==> config.mk <==
export PLATFORM = sky130hd
export DESIGN_NAME = manta_bus_arbiter
export DESIGN_NICKNAME = d
export VERILOG_FILES = /design/src/rtl/manta_bus_pkg.sv /design/src/rtl/manta_arb_slot.sv /design/src/rtl/manta_bus_arbiter.sv
export SDC_FILE = /design/constraint.sdc
export NUM_CORES = 1
export LEC_CHECK = 0
export ABC_AREA = 1
export CORE_ASPECT_RATIO = 0.8
export CORE_MARGIN = 8
export CORE_UTILIZATION = 45
export CTS_CLUSTER_DIAMETER = 150
export DETAILED_ROUTE_END_ITERATION = 6
export GPL_TIMING_DRIVEN = 1
export PLACE_DENSITY = 0.79
export SETUP_SLACK_MARGIN = 0.2
export SYNTH_ARGS = -nofsm -noshare
export SYNTH_HDL_FRONTEND = slang
export SYNTH_SLANG_ARGS = --single-unit
==> constraint.sdc <==
create_clock -name clk -period 7.85 [get_ports clk]
set_input_delay 1.9625 -clock clk [delete_from_list [all_inputs] [get_ports clk]]
set_output_delay 1.9625 -clock clk [all_outputs]
set_load 0.02 [all_outputs]
==> src/rtl/manta_bus_pkg.sv <==
// Shared types and default widths for the manta core-bus arbiter.
package manta_bus_pkg;

    localparam int ADDR_W = 16;
    localparam int DATA_W = 16;

    typedef struct packed {
        logic [ADDR_W-1:0] addr;
        logic [DATA_W-1:0] data;
        logic              rw;
    } bus_txn_t;

    typedef enum logic [1:0] {
        IDLE  = 2'd0,
        ISSUE = 2'd1,
        WAIT  = 2'd2
    } arb_state_t;

endpackage

==> src/rtl/manta_arb_slot.sv <==
// One-entry request holding register for a single host.
// Captures on a request pulse, frees on grant, flags requests that find it occupied.
module manta_arb_slot import manta_bus_pkg::*; #(
    parameter int ADDR_W = 16,
    parameter int DATA_W = 16
) (
    input  logic              clk,
    input  logic              rst,
    input  logic              capture,
    input  logic              grant,
    input  logic [ADDR_W-1:0] addr,
    input  logic [DATA_W-1:0] data,
    input  logic              rw,
    output logic              full,
    output logic [ADDR_W-1:0] slot_addr,
    output logic [DATA_W-1:0] slot_data,
    output logic              slot_rw,
    output logic              overflow
);

    logic accept;

    // A grant in the same cycle empties the entry, so the new request may refill it.
    assign accept = capture && (!full || grant);

    always_ff @(posedge clk or posedge rst) begin
        if (rst) begin
            full      <= 1'b0;
            slot_addr <= '0;
            slot_data <= '0;
            slot_rw   <= 1'b0;
            overflow  <= 1'b0;
        end else begin
            overflow <= capture && full && !grant;
            if (accept) begin
                full      <= 1'b1;
                slot_addr <= addr;
                slot_data <= data;
                slot_rw   <= rw;
            end else if (grant) begin
                full <= 1'b0;
            end
        end
    end

endmodule

==> src/rtl/manta_bus_arbiter.sv <==
// Two-host round-robin arbiter in front of the core daisy chain: one transaction
// outstanding, response matched by address/rw, synthesised error on timeout.
module manta_bus_arbiter import manta_bus_pkg::*; #(
    parameter int ADDR_W  = 16,
    parameter int DATA_W  = 16,
    parameter int TIMEOUT = 255
) (
    input  logic              clk,
    input  logic              rst,
    input  logic [ADDR_W-1:0] r0_addr_i,
    input  logic [DATA_W-1:0] r0_data_i,
    input  logic              r0_rw_i,
    input  logic              r0_valid_i,
    output logic [DATA_W-1:0] r0_data_o,
    output logic              r0_rw_o,
    output logic              r0_valid_o,
    output logic              r0_err_o,
    input  logic [ADDR_W-1:0] r1_addr_i,
    input  logic [DATA_W-1:0] r1_data_i,
    input  logic              r1_rw_i,
    input  logic              r1_valid_i,
    output logic [DATA_W-1:0] r1_data_o,
    output logic              r1_rw_o,
    output logic              r1_valid_o,
    output logic              r1_err_o,
    output logic [ADDR_W-1:0] bus_addr_o,
    output logic [DATA_W-1:0] bus_data_o,
    output logic              bus_rw_o,
    output logic              bus_valid_o,
    input  logic [ADDR_W-1:0] ret_addr_i,
    input  logic [DATA_W-1:0] ret_data_i,
    input  logic              ret_rw_i,
    input  logic              ret_valid_i,
    output logic              busy_o
);

    localparam int TW = (TIMEOUT < 1) ? 1 : $clog2(TIMEOUT + 1);
    localparam logic [TW-1:0] TMAX = TW'(TIMEOUT);

    arb_state_t state, state_next;

    logic              full0, full1, ovf0, ovf1;
    logic [ADDR_W-1:0] s0_addr, s1_addr, sel_addr;
    logic [DATA_W-1:0] s0_data, s1_data, sel_data;
    logic              s0_rw, s1_rw, sel_rw;
    logic              grant0, grant1, pick;
    logic              owner, last_grant;
    logic [ADDR_W-1:0] txn_addr;
    logic              txn_rw;
    logic [TW-1:0]     timer;
    logic              match, expired;
    logic              resp_err0, resp_err1;

    manta_arb_slot #(.ADDR_W(ADDR_W), .DATA_W(DATA_W)) slot0 (
        .clk(clk), .rst(rst), .capture(r0_valid_i), .grant(grant0),
        .addr(r0_addr_i), .data(r0_data_i), .rw(r0_rw_i),
        .full(full0), .slot_addr(s0_addr), .slot_data(s0_data), .slot_rw(s0_rw),
        .overflow(ovf0)
    );

    manta_arb_slot #(.ADDR_W(ADDR_W), .DATA_W(DATA_W)) slot1 (
        .clk(clk), .rst(rst), .capture(r1_valid_i), .grant(grant1),
        .addr(r1_addr_i), .data(r1_data_i), .rw(r1_rw_i),
        .full(full1), .slot_addr(s1_addr), .slot_data(s1_data), .slot_rw(s1_rw),
        .overflow(ovf1)
    );

    assign sel_addr = pick ? s1_addr : s0_addr;
    assign sel_data = pick ? s1_data : s0_data;
    assign sel_rw   = pick ? s1_rw   : s0_rw;

    assign match   = ret_valid_i && (ret_addr_i == txn_addr) && (ret_rw_i == txn_rw);
    assign expired = (timer == TMAX);
    assign busy_o  = (state == ISSUE) || (state == WAIT);

    assign r0_err_o = ovf0 | resp_err0;
    assign r1_err_o = ovf1 | resp_err1;

    always_ff @(posedge clk or posedge rst) begin
        if (rst) state <= IDLE;
        else     state <= state_next;
    end

    always_comb begin
        state_next = state;
        grant0     = 1'b0;
        grant1     = 1'b0;
        pick       = 1'b0;
        case (state)
            IDLE: begin
                if (full0 || full1) begin
                    pick       = (full0 && full1) ? ~last_grant : full1;
                    grant0     = ~pick;
                    grant1     = pick;
                    state_next = ISSUE;
                end
            end
            ISSUE:   state_next = WAIT;
            WAIT:    if (match || expired) state_next = IDLE;
            default: state_next = IDLE;
        endcase
    end

    // Every bus and response output is a one-cycle pulse: cleared each cycle, set on event.
    always_ff @(posedge clk or posedge rst) begin
        if (rst) begin
            last_grant  <= 1'b1;
            owner       <= 1'b0;
            txn_addr    <= '0;
            txn_rw      <= 1'b0;
            timer       <= '0;
            bus_addr_o  <= '0;
            bus_data_o  <= '0;
            bus_rw_o    <= 1'b0;
            bus_valid_o <= 1'b0;
            r0_data_o   <= '0;
            r0_rw_o     <= 1'b0;
            r0_valid_o  <= 1'b0;
            resp_err0   <= 1'b0;
            r1_data_o   <= '0;
            r1_rw_o     <= 1'b0;
            r1_valid_o  <= 1'b0;
            resp_err1   <= 1'b0;
        end else begin
            bus_addr_o  <= '0;
            bus_data_o  <= '0;
            bus_rw_o    <= 1'b0;
            bus_valid_o <= 1'b0;
            r0_data_o   <= '0;
            r0_rw_o     <= 1'b0;
            r0_valid_o  <= 1'b0;
            resp_err0   <= 1'b0;
            r1_data_o   <= '0;
            r1_rw_o     <= 1'b0;
            r1_valid_o  <= 1'b0;
            resp_err1   <= 1'b0;
            case (state)
                IDLE: begin
                    if (grant0 || grant1) begin
                        owner       <= pick;
                        last_grant  <= pick;
                        txn_addr    <= sel_addr;
                        txn_rw      <= sel_rw;
                        bus_addr_o  <= sel_addr;
                        bus_data_o  <= sel_data;
                        bus_rw_o    <= sel_rw;
                        bus_valid_o <= 1'b1;
                    end
                end
                ISSUE: timer <= '0;
                WAIT: begin
                    if (timer != TMAX) timer <= timer + TW'(1);
                    if (match) begin
                        if (owner) begin
                            r1_valid_o <= 1'b1;
                            r1_data_o  <= ret_data_i;
                            r1_rw_o    <= ret_rw_i;
                        end else begin
                            r0_valid_o <= 1'b1;
                            r0_data_o  <= ret_data_i;
                            r0_rw_o    <= ret_rw_i;
                        end
                    end else if (expired) begin
                        if (owner) begin
                            r1_valid_o <= 1'b1;
                            r1_rw_o    <= txn_rw;
                            resp_err1  <= 1'b1;
                        end else begin
                            r0_valid_o <= 1'b1;
                            r0_rw_o    <= txn_rw;
                            resp_err0  <= 1'b1;
                        end
                    end
                end
                default: ;
            endcase
        end
    end

endmodule

Word-level counts from Yosys, hierarchy flattened --
Index checks and enable logic that the tools add are counted.
Storage, ports and cells: register bits 171, input port bits 104, output and inout port bits 73, word-level logic and storage cells 121
Cells by class: $add $sub $neg 1, eq/ne operators 9, multiplexer cells 53, bitwise logic cells 4, reductions and logical operators 26
Operators with widths (number):
- $mux 16 | 12
- $mux 1 | 36
- $eq 16x16->1 | 1
- $pmux 8 s2 | 1
- $logic_and 1x1->1 | 9
- $add 8x1->8 const B | 1
- $eq 8x8->1 const B | 1
- $mux 8 | 1
- $ne 8x8->1 const B | 1
- $logic_or 1x1->1 | 6
- $pmux 2 s3 | 1
- $reduce_and 2->1 | 3
- $reduce_bool 2->1 | 3
- $logic_not 1->1 | 4
- $mux 2 | 2
- $ne 2x1->1 const B | 2
- $eq 2x1->1 const B | 1
- $eq 2x2->1 const B | 1
- $logic_not 2->1 | 1
- $ne 2x2->1 const B | 1
- $not 1->1 | 2
- $or 1x1->1 | 2
- $eq 1x1->1 | 1

Depth between registers and ports, before layout --
word-level depth 8, gate-level depth with buffers 12, depth with buffers taken out 12

Cells and area by module --
A second synthesis with hierarchy kept.
Unflattened totals: cell total of the unflattened synthesis 773, area total of the unflattened synthesis 7160.6 sq um
By module, submodules not included:
- manta_bus_arbiter | times used 1, cells an instance 471, area each 4347.9 sq um, seq. area each 2528.7 sq um
- manta_arb_slot | times used 2, cells an instance 151, area each 1406.3 sq um, seq. area each 875.8 sq um

Worst setup path before layout --
OpenSTA, ideal clock, no wires.
path type input to register, start point input ret_addr_i[11], end point register r1_data_o[0], library setup time 0.072 ns, arrival time 2.893 ns, required time 7.778 ns, setup slack 4.886 ns, cell stages on the path 9, buffers on the path 1, cells stage by stage inv_1 > nand2_1 > nand2_1 > nor2_1 > nand3_1 > nor2_1 > nand4_2 > buf_2 > nor2_1
Between the ends: longest elaborated chain between the ends 5
RTL lines:
- from (decl) | RTL line manta_bus_arbiter.sv:30 | input logic [ADDR_W-1:0] ret_addr_i,
- $eq 16x16->1 | RTL line manta_bus_arbiter.sv:72 | assign match = ret_valid_i && (ret_addr_i == txn_addr) && (ret_rw_i == txn_rw);
- $logic_and 1x1->1 (2 in a row) | RTL line manta_bus_arbiter.sv:72
- $mux 16 | RTL line manta_bus_arbiter.sv:153 | if (match) begin
- $mux 16 | RTL line manta_bus_arbiter.sv:137 | case (state)
- to (signal assigned) | RTL line manta_bus_arbiter.sv:156 | r1_data_o <= ret_data_i;
- to (decl) | RTL line manta_bus_arbiter.sv:22 | output logic [DATA_W-1:0] r1_data_o,
Every way passes these cells. A chain may end at the register's enable or synchronous reset.

Worst setup path after layout --
start point register state[0], end point output busy_o
Between the ends: longest elaborated chain between the ends 2, elaborated cells between the ends (all ways) 3, those cells by class eq/ne (2); reduce/logical (1)
RTL lines:
- from (decl) | RTL line manta_bus_arbiter.sv:40 | arb_state_t state, state_next;
- from (signal assigned) | RTL line manta_bus_arbiter.sv:81 | else state <= state_next;
- $eq 2x1->1 or $eq 2x2->1 (tied branches) | RTL line manta_bus_arbiter.sv:74 | assign busy_o = (state == ISSUE) || (state == WAIT);
- $logic_or 1x1->1 * | RTL line manta_bus_arbiter.sv:74
- to (decl) | RTL line manta_bus_arbiter.sv:34 | output logic busy_o
Every way passes the cells marked *; elsewhere a longest branch is shown, timed or not.

==> flow_summary.toml <==
[grt]
grt_pass1_vias = 5628
grt_pass1_wl_mm = 28.8
grt_use_total = 0.186
antenna_found_initial = 0
grt_max_degree = 111
gr-total-overflow = 0

[placed_design]
post-dp-hpwl_mm = 12.9
io_buffers = 176
place_congestion = 0.867

[detailed_routing]
wl_per_cell_um = 15.9
drc = 0
via_per_inst = 4.79
drt_pass1_iterations = 6
num_vias = 5397
ant_nets = 0
drtIter0Drc = 229
wirelength_mm = 18.0

[synth]
synth_edf_count = 0
ys_types = 35
yosysWarnings = 0
avgSynthCellArea_um2 = 9.87
ys_seq_elements = 171
netlist_area_um2 = 7140
synthCells = 724
yosysSeqAreaShare = 0.599
async_flop_share = 1.00
synth_flop_cell = "dfrtp_1"
synth_nets = 832

[clock_tree]
clk_pin_slew_ps = 60
cts_tree = "built"
hold_buffers = 0
cts_max_path_buffers = 2
numCtsBuffers = 17
cts_setup_buffers = 0
cts_resized = 0
clkLatencyLatePin_ps = 430
htree_levels = 4
clock_sinks = 171
cts_root_buf = "clkbuf_16"

[setup_path]
cp_top_family = "buffers and inverters"
critical_path_class = "reg2out"
crit_path_top_delay_cell = "clkdlybuf4s50_1"
end_kind = "output port"
critPathMaxFanout = 3
cp-start-kind = "flip-flop"
arrival_ps = 1790
crit_required_ps = 5890
cpPeakStageDelay_ps = 630
path_cells = "inv_1, ha_1, clkdlybuf4s50_1"
cp_num_buf_inv = 2

[timing]
skew_ps = 9.26
max_slew_margin = 0.362
slew_viol_final = 0
setup_violations = 0
whs_ps = 486
min_period_ps = 3750
finalHoldViolations = 0
setup-tns-final_ps = 0
period_share = 0.477
clock.fmax_ghz = 0.267
rsz0062_at_grt = "false"
worst_pin_slew_ps = 957

[floorplan]
die_h_um = 129
dieArea_um2 = 20200
ios = 177
start_util = 0.457
fp.coreArea_um2 = 15600
rows = 41
die_x_um = 157

[outcome]
status = "complete, no violations"

[finish]
multi_input_area_um2 = 2370
drive_above_1_share = 0.102
syn2layout_area_growth_pct = 36.0
finalNetCount = 1006
nFillCells = 1268
seq_area_um2 = 4280
antenna_cells = 0

[run]
timing.max_cap.violations = 0

[pwr]
ir_worst_vdd_uv = 195
p_per_area_nw_per_um2 = 378
leakagePower_nw = 4.75

[min_path]
hp-class = "reg2reg"
==> logic make-up after synthesis <==
logic type                 Yosys count  share of synthesized area
muxes                               40                     0.0783
DFF                                171                      0.599
adders and majority gates            4                    0.00701
xor gates and xnor gates             1                    0.00123
AOI/OAI and AO/OA                  109                     0.0818
and+or+nand+nor                    276                      0.162
buffers and inverters              123                     0.0702
==> through the flow <==
step,area [µm²],std cells,utilization,worst slack [ps],power [mW]
final,9710,1126,0.621,4100,3.68
after global routing,9710,1126,0.621,4010,3.92
after CTS,9710,1126,0.621,4080,3.71
after detailed placement,9080,1094,0.580,3810,2.78
after global placement,9080,1094,0.580,3850,2.74
after floorplan,7140,724,-,1260,2.33
==> where the power goes <==
| part | total, mW | internal, mW | switching (mW) |
|---|---|---|---|
| Combinational | 1.42 | 0.604 | 0.814 |
| Clock | 0.911 | 0.539 | 0.371 |
| Sequential | 1.35 | 1.20 | 0.146 |
| Total | 3.68 | 2.34 | 1.33 |
==> layout by cell type, fill, tap and decap left out, drive strengths merged, types with 5 or more instances in the layout <==
master / n
a21oi: 47
clkbuf: 17
clkdlybuf4s50: 176
dfrtp: 170
inv: 105
mux2: 40
nand2: 131
nand3: 12
nand4: 5
nor2: 116
o21ai: 41
o22ai: 17
or2: 8
==> sequential cells by signal (all words and copies together), names as in the netlist, 8 cells and up <==
register / flops
slot1.slot_data: 16
bus_addr_o: 16
bus_data_o: 16
timer: 8
slot0.slot_data: 16
txn_addr: 16
slot1.slot_addr: 16
slot0.slot_addr: 16
r1_data_o: 16
r0_data_o: 16
==> cell usage after synthesis (all sizes together) (4+ instances only) <==
master,count,share of area
clkbuf,14,0.0074
buf,10,0.011
nor2,116,0.064
o21ai,41,0.029
o22ai,17,0.015
inv,99,0.052
nand4,5,0.0061
nand2,131,0.072
a21oi,47,0.033
nand3,12,0.0084
ha,4,0.0070
dfrtp,170,0.60
or2,8,0.0070
mux2,40,0.078
==> per-layer routing <==
metal	routed length, µm	up-vias	global-route usage
li1	-	2637	-
met4	178	0	0.0553
met3	1950	19	0.0781
met5	0	-	0
met1	7870	2563	0.228
met2	7950	178	0.295
==> path summary, 6_finish.rpt <==
| path | depth (start not counted) | endpoint | startpoint | slack (ps) |
|---|---|---|---|---|
| min | 1 | slot0.slot_data[15]$_DFFE_PP0P_ | slot0.slot_data[15]$_DFFE_PP0P_ | 490 |
| max in group asynchronous | 3 | r1_valid_o$_DFF_PP0_ | rst | 4350 |
| min in group asynchronous | 2 | r1_data_o[0]$_DFF_PP0_ | rst | 2130 |
| min reg2reg | 1 | slot0.slot_data[15]$_DFFE_PP0P_ | slot0.slot_data[15]$_DFFE_PP0P_ | 490 |
| max reg2reg | 8 | slot1.slot_data[15]$_DFFE_PP0P_ | state[0]$_DFFE_PP0P_ | 5290 |
| max | 3 | busy_o | state[0]$_DFFE_PP0P_ | 4100 |
==> area by class of cell <==
class / count / area share
Inverter: 99 / 0.0390
Timing Repair Buffer: 179 / 0.184
Multi-Input combinational cell: 430 / 0.244
Clock inverter: 15 / 0.0216
Tap cell: 215 / 0.0277
Clock buffer: 17 / 0.0438
Sequential cell: 171 / 0.441
==> worst reg2reg max path: stages (launching register included) <==
cell	delay [ps]
dfrtp_1	370
inv_1	80
ha_1	220
inv_1	260
nor2_8	100
inv_4	370
nand2_4	100
nand2_4	510
mux2_2	430
No activity file was read; power rests on OpenSTA's default activity.
